`config.mk`:
```
export PLATFORM = sky130hd
export DESIGN_NAME = adc_avg_capture
export DESIGN_NICKNAME = d
export VERILOG_FILES = /design/src/rtl/adc_avg_capture.sv
export SDC_FILE = /design/constraint.sdc
export NUM_CORES = 1
export LEC_CHECK = 0
export CORE_MARGIN = 2
export CORE_UTILIZATION = 57
export DETAILED_ROUTE_END_ITERATION = 12
export PLACE_DENSITY_LB_ADDON = 0.1
export SLEW_MARGIN = 25
export SYNTH_ARGS = -nofsm -noshare
export SYNTH_HDL_FRONTEND = slang
export SYNTH_SLANG_ARGS = --single-unit
```
`constraint.sdc`:
```
create_clock -name clk -period 3.16 [get_ports clk]
set_clock_uncertainty 0.05 [all_clocks]
set_input_delay 0.474 -clock clk [delete_from_list [all_inputs] [get_ports clk]]
set_output_delay 0.474 -clock clk [all_outputs]
set_load 0.02 [all_outputs]
```
`src/rtl/adc_avg_capture.sv`:
```
// Windowed ADC averager: accumulates 2^AVG_LOG2 samples, publishes the mean unless frozen.
// Optional clip_flag output is enabled by defining ADC_CLIP_FLAG_EN.
module adc_avg_capture #(
  parameter int DATA_W   = 14,
  parameter int AVG_LOG2 = 2
) (
  input  logic              clk,
  input  logic              reset_n,
  input  logic [DATA_W-1:0] adc_data,
  input  logic              adc_valid,
  input  logic              freeze,
  output logic [DATA_W-1:0] out_port,
  output logic              out_valid,
`ifdef ADC_CLIP_FLAG_EN
  output logic              clip_flag,
`endif
  output logic [7:0]        drop_cnt
);

  localparam int ACC_W = DATA_W + AVG_LOG2;
  // A zero-width counter is not legal, so AVG_LOG2=0 keeps one bit pinned at 0.
  localparam int CNT_W = (AVG_LOG2 > 0) ? AVG_LOG2 : 1;
  localparam logic [CNT_W-1:0] CNT_LAST = CNT_W'((1 << AVG_LOG2) - 1);

  logic [ACC_W-1:0]  acc;
  logic [ACC_W-1:0]  sum;
  logic [CNT_W-1:0]  cnt;
  logic [DATA_W-1:0] avg;
  logic              win_done;
  logic              publish;
  logic              drop;

  assign sum      = acc + ACC_W'(adc_data);
  assign avg      = sum[ACC_W-1:AVG_LOG2];
  assign win_done = adc_valid && (cnt == CNT_LAST);
  assign publish  = win_done && !freeze;
  assign drop     = win_done && freeze;

  always_ff @(posedge clk or negedge reset_n) begin
    if (!reset_n) begin
      acc <= '0;
      cnt <= '0;
    end else if (adc_valid) begin
      if (win_done) begin
        acc <= '0;
        cnt <= '0;
      end else begin
        acc <= sum;
        cnt <= cnt + CNT_W'(1);
      end
    end
  end

  always_ff @(posedge clk or negedge reset_n) begin
    if (!reset_n) begin
      out_port  <= '0;
      out_valid <= 1'b0;
      drop_cnt  <= '0;
    end else begin
      out_valid <= publish;
      if (publish) begin
        out_port <= avg;
      end
      if (drop && (drop_cnt != 8'hFF)) begin
        drop_cnt <= drop_cnt + 8'd1;
      end
    end
  end

`ifdef ADC_CLIP_FLAG_EN
  logic clip_acc;
  logic clip_any;
  logic is_rail;

  assign is_rail  = (adc_data == '0) || (adc_data == '1);
  assign clip_any = clip_acc | is_rail;

  always_ff @(posedge clk or negedge reset_n) begin
    if (!reset_n) begin
      clip_acc  <= 1'b0;
      clip_flag <= 1'b0;
    end else begin
      if (adc_valid) begin
        clip_acc <= win_done ? 1'b0 : clip_any;
      end
      if (publish) begin
        clip_flag <= clip_any;
      end
    end
  end
`endif

endmodule

```
==> results.md, run 1 <==
- Initial DRC count: 73
- Pins Over Slew Limit: 0
- Max cap viols: 0
- Initial core utilization: 0.5969
- CP Cell Sequence: clkdlybuf4s50_1 -> ha_1 -> inv_1 -> fa_1 -> nand2b_1 -> a21oi_2 -> nor3_4 -> o21bai_4 -> a2111oi_2 -> a311o_1
- Leakage: between 0.001 and 0.0015 µW
- Crit-path slowest cell: clkdlybuf4s50_1
- # nets final: 323
- Syn. warnings: 0
- Final setup vio count: 0
- Post-DP HPWL: about 3700 µm
- Synth top area share: 0.4266
- Worst Tran Pin Value: 0.8801 ns
- CTS Root Cell: clkbuf_8
- Final global-route overflow total: 0
- Fin. Hold Viols: 0
- Tot GR Track Use: 0.2408
- Cell family with most CP delay: compound AO/OA/AOI/OAI gates
- IO Count: 41
- Clock transition at path regs: 0.08 ns
- Fin crit period: 2.559 ns
- Worst slew margin: 0.4133
- Core area: around 4000 µm²
- Antenna-violating nets left: 0
- Clock Tree Buf Depth: 2
- Post-route DRC: 0
- Seq/Total Area, Yosys: 0.4266
- Critical Path Fanout Max: 5
- Buf+Inv Stages, Crit Path: 2
- Area leader, netlist: dfrtp_1
- Fraction of layout cells with a size suffix above 1: 0.08651
- Setup tns final: 0 ns
- Crit path DAT: 2.69 ns
- Setup CP Type: in -> reg
- # diodes: 0
- Synth cell types: between 50 and 60
- Area of the multi-input gates: between 1000 and 1500 µm²
- CTS tree: yes
- DP Area: about 2800 µm²
- P&R area growth vs syn: 21.23%
- Design area: 2915 µm²
- Avg Vias per Cell: 5.732
- Hold WC Path Type: in -> async
- Vias: between 1500 and 2000
- # hold bufs at CTS: 0
- CP Launch Type: primary input
- Pwr per Cell Area: about 950 nW/µm²
- Largest net degree at the start of global routing: 42
- RSZ-0062 raised after global routing: false
- Max Clk Rate: a little under 400 MHz
- Cts repair resizes: 0
- CTS Sinks: 41
- Final Power: approximately 2800 µW
- FP Rows: 23
- Initial antenna violation count: 0
- Num CTS Buffers: 5
- Post-Synthesis Cells: roughly 250
- Die area: between 4000 and 5000 µm²
- Tcrit/Tclk final: 0.8099
- Status: completed
- Synthesized cell area: ~2400 µm²
- CP endpoint kind: flip-flop
- Number of synthesized flops with an enable pin: 0
- Placer Congestion: 0.8925
- Post-synth ARST share: 1.000
- Clock Latency Late Sink: ~0.30 ns
- Top-count cell post-synth: dfrtp_1
- IO Port Bufs: 40
- Vias in the first global route: 1778
- Total Wirelength: between 5000 and 6000 µm
- H-tree Lvls: 2
- Router iterations before antenna repair: 4
- Post CTS Setup Buffer Count: 0
- Post-Syn Area per Cell: ~10 µm²
- Global-route wire length before repair: about 8400 µm
- Fillcell total: approximately 320
- Top post-synthesis cells by area: dfrtp_1 (43%), ha_1 (8.3%), nand2_1 (4.7%), o2bb2ai_1 (4.0%), xnor2_1 (3.3%)
- Synth Net Count: 282
- Peak VDD IR: around 0.00065 V
- WL per Instance: between 10 and 15 µm
- Die W: 68.96 µm
- Yosys reg bits: 41
- Register area: approximately 1000 µm²
- CP required: 3.29 ns
- Die height: about 69 µm
- Commonest cells in the netlist: dfrtp_1 (41), nand2_1 (30), nor2_1 (17)
- Max incr delay on CP: ~0.46 ns
- Most used flip-flop cell after synthesis: dfrtp_1
## sequential cells by signal, summed over array words and instances (netlist names)
signal	count
acc	16
cnt	2
drop_cnt	8
out_port	14
out_valid	1
## worst register-to-register path, delay by kind of cell (launching register included)
kind	cells	cell delay [ns]
buffers and inverters	1	0.06
and+or+nand+nor	2	0.28
DFF	1	0.36
AOI/OAI and AO/OA	4	0.87
adders and majority gates	2	0.56
## path summary, 6_finish.rpt
check                                        startpoint                       to  slack (ns)  depth (start not counted)
worst max-delay path                        adc_data[0]      acc[14]$_DFFE_PN0P_        0.60                         10
worst min-delay path                            reset_n  out_port[2]$_DFFE_PN0P_        0.24                          1
worst max register to register       acc[0]$_DFFE_PN0P_      acc[14]$_DFFE_PN0P_        0.87                          9
worst min register to register  out_port[3]$_DFFE_PN0P_  out_port[3]$_DFFE_PN0P_        0.43                          2
max in group asynchronous                       reset_n  drop_cnt[1]$_DFFE_PN0P_        2.27                          1
min in group clk                out_port[3]$_DFFE_PN0P_  out_port[3]$_DFFE_PN0P_        0.43                          2
## logic make-up after synthesis
group                    synth area share
AND/OR/NAND/NOR                    0.1727
AO/OA/AOI/OAI                      0.2097
flip-flops                         0.4266
adder cells (fa/ha/maj)           0.09157
buffers and inverters             0.03121
XOR/XNOR                          0.05463
multiplexers                      0.01353
## per-stage QoR
stage	hold slack (ns)	worst slack, ns	cells	utilization
final	0.2395	0.6007	339	0.7236
after global routing	0.3229	0.5241	339	0.7236
after CTS	0.2700	0.6016	339	0.7236
after detailed placement	0.4189	0.3186	331	0.7022
after global placement	0.4116	0.3595	331	0.7022
after floorplan	0.1284	0.9232	247	-
## power by group
part | switching [µW] | leakage [µW] | internal (µW)
Clock | 186 | 0.0000439 | 152
Sequential | 143 | 0.000515 | 739
Combinational | 879 | 0.000728 | 679
## final cells by class
class                      instances  share of cell area
inverter                           9             0.01159
clock buffer                       5             0.02361
multi-input combinational        190              0.4472
sequential                        41              0.3519
timing repair buffer              41              0.1382
clock inverter                     3            0.006009
tap                               50             0.02146
## routing by layer
| metal | part of all wire | GRT usage | up-vias |
|---|---|---|---|
| met2 | 0.46 | 0.3750 | 43 |
| met5 | 0 | 0 | - |
| met3 | 0.037 | 0.05357 | 4 |
| li1 | - | - | 981 |
| met4 | 0.015 | 0.09314 | 0 |
| met1 | 0.49 | 0.3268 | 915 |
## layout by cell type (no fill, tap or decap), drive strengths merged, types with 6 or more instances in the layout
master         instances
inv                    8
o2bb2ai               11
clkdlybuf4s50         39
ha                    16
o21ai                 23
xor2                   6
nand3                  7
nor2                  19
dfrtp                 41
nand2                 31
a21oi                 14
xnor2                  9
Power figures use the tool's default switching activity.
==> run 2, diff against run 1 <==
- CORE_UTILIZATION: 57 -> 48
- clock period: 3.16 -> 2.16 ns (I/O delays scaled with it)
==> run 2 against run 1 <==
Effect of this change: the flow now finishes with violations (negative setup slack); routed wire length grew 14%; non-clock buffer count rose by 46; design area increased by 18%; critical path depth is 2 lower; power increased by 76%; critical path type unchanged.
==> results.md, run 2 (same netlist as run 1, synthesis figures left out) <==
- Status: complete, but fails checks
- Failing checks: negative setup slack
- P_int: between 2000 and 3000 µW
- Crit-path slowest cell: clkdlybuf4s50_1
- Combinational Power Share: 0.605
- Num CTS Buffers: 5
- CP Launch Type: primary input
- Commonest non-fill, non-tap cell in the layout: buf_4
- IO Port Bufs: 40
- Clock power share: 0.129
- Tcrit/Tclk final: 1.000
- Fillcell total: around 370
- Vias in the first global route: 2046
- Initial core utilization: 0.5025
- Antenna-violating nets left: 0
- # nets final: ~370
- Max Clk Rate: between 400 and 500 MHz
- IO Count: 41
- CP required: 2.30 ns
- Crit path DAT: around 2.3 ns
- Reg power frac: 0.266
- Die height: roughly 75 µm
- Worst slew margin: 0.5852
- Die area: 5592 µm²
- Cell family with most CP delay: compound AO/OA/AOI/OAI gates
- Total Wirelength: 5767 µm
- Avg Vias per Cell: 5.284
- CTS Root Cell: clkbuf_8
- CTS Sinks: slightly above 40
- Buf+Inv Stages, Crit Path: 2
- Fin. Hold Viols: 0
- Global-route wire length before repair: 9163 µm
- FP Rows: 25
- Most frequent cells in the layout: buf_4 (46), dfrtp_1 (41), clkdlybuf4s50_1 (37), nand2_1 (29), nor2_1 (16)
- CP Cell Sequence: clkdlybuf4s50_1 -> ha_4 -> a211oi_1 -> o21bai_1 -> o21bai_4 -> buf_6 -> a21o_1 -> a311o_1
- Post-route DRC: 0
- H-tree Lvls: 2
- Router iterations before antenna repair: 4
- Final setup vio count: 1
- WL per Instance: around 14 µm
- P&R area growth vs syn: 42.51%
- Tot GR Track Use: 0.2158
- Largest regs: acc: 16 flops, out_port: 14 flops, drop_cnt: 8 flops
- Pins Over Slew Limit: 0
- Peak VDD IR: around 0.00076 V
- CP endpoint kind: flip-flop
- Max cap viols: 0
- Max reg flops: 16
- Initial DRC count: roughly 100
- # hold bufs at CTS: 0
- CTS tree: yes
- Die W: roughly 75 µm
- Fin util: 0.7161
- Hold WC Path Type: in -> async
- Pwr per Cell Area: roughly 1400 nW/µm²
- Clock Tree Buf Depth: 2
- Largest net degree at the start of global routing: between 40 and 50
- Fin crit period: approximately 2.2 ns
- Max incr delay on CP: 0.51 ns
- Post-DP HPWL: 4185 µm
- Vias: 2124
- RSZ-0062 raised after global routing: true
- # diodes: 0
- Clock Latency Late Sink: 0.30 ns
- Setup tns final: -0.0009166 ns
- Core area: ~4800 µm²
- Initial antenna violation count: 0
- Reg with most FFs: acc
- Fraction of layout cells with a size suffix above 1: 0.2597
- Switching part of the total power: 0.4066
- Worst Tran Pin Value: between 0.6 and 0.7 ns
- Final global-route overflow total: 0
- Leakage: between 0.0015 and 0.002 µW
- Final WS setup: -0.0009166 ns
- Setup CP Type: in -> reg
- Net Switching: roughly 2000 µW
- Clock transition at path regs: around 0.090 ns
- Placer Congestion: 0.8908
- Critical Path Fanout Max: 5
[run 2: cell types whose count changed in the layout (fill, tap and decap cells not counted), sizes merged]
cell,delta
buf,+46
bufinv,+1
clkdlybuf4s50,-2
clkinv,-1
dlymetal6s2s,+2
[run 2: final timing paths]
path | start | to | slack, ns | depth (start not counted)
min in group clk | adc_data[0] | acc[0]$_DFFE_PN0P_ | 0.39 | 4
hold reg to reg | out_port[3]$_DFFE_PN0P_ | out_port[3]$_DFFE_PN0P_ | 0.43 | 2
hold / removal | reset_n | out_port[1]$_DFFE_PN0P_ | 0.03 | 2
setup / recovery | adc_data[7] | acc[14]$_DFFE_PN0P_ | -0.0009 | 8
setup reg to reg | acc[0]$_DFFE_PN0P_ | acc[14]$_DFFE_PN0P_ | 0.07 | 9
max in group asynchronous | reset_n | acc[12]$_DFFE_PN0P_ | 1.67 | 2
[run 2: worst register-to-register path, stage by stage, from the launching register on]
cell       delay, ns
dfrtp_1         0.37
ha_2            0.19
inv_2           0.04
fa_2            0.34
nand2b_4        0.17
a21oi_4         0.16
nor3_4          0.06
o21bai_4        0.16
a2111oi_4       0.09
a311o_1         0.35
[run 2: metrics by stage]
stage	total power (µW)	worst slack [ns]	instances	instance area, µm²	hold slack, ns
floorplan	2889	0.06484	247	2405	-0.02159
global placement	3960	-0.4128	390	3166	0.3688
detailed placement	4020	-0.4717	390	3166	0.3766
CTS	4736	0.0002693	399	3324	0.04470
global route	5237	-0.03723	402	3427	0.09162
finish	4890	-0.0009166	402	3427	0.03410
[run 2: final cells by class]
| class | instances | area, µm² | share of cell area |
|---|---|---|---|
| multi-input cells | 190 | 1411 | 0.4118 |
| well taps | 67 | 83.83 | 0.02446 |
| inverters | 9 | 33.78 | 0.009858 |
| clock inverters | 3 | 46.29 | 0.01351 |
| repair buffers | 87 | 757.0 | 0.2209 |
| flip-flops and latches | 41 | 1026 | 0.2994 |
| clock buffers | 5 | 68.82 | 0.02008 |
[run 2: power groups by stage]
stage	logic [µW]	registers (µW)	clock network (µW)
after floorplan	1430	1450	0
after global placement	2670	1290	0
after CTS	2780	1290	659
after global routing	3220	1340	674
final	2960	1300	633
after detailed placement	2720	1300	0
[run 2: what timing repair did]
item                       in CTS  in global routing
pin swaps                       3                  5
setup endpoints to repair       9                 15
buffers inserted                1                  3
resized for setup               6                 16
[run 2: per-layer routing]
metal	vias to the layer above	GRT usage	wire length, µm
li1	1069	-	-
met1	997	0.2895	2797
met2	48	0.3589	2679
met3	10	0.03481	201
met4	0	0.06944	88
met5	-	0	0
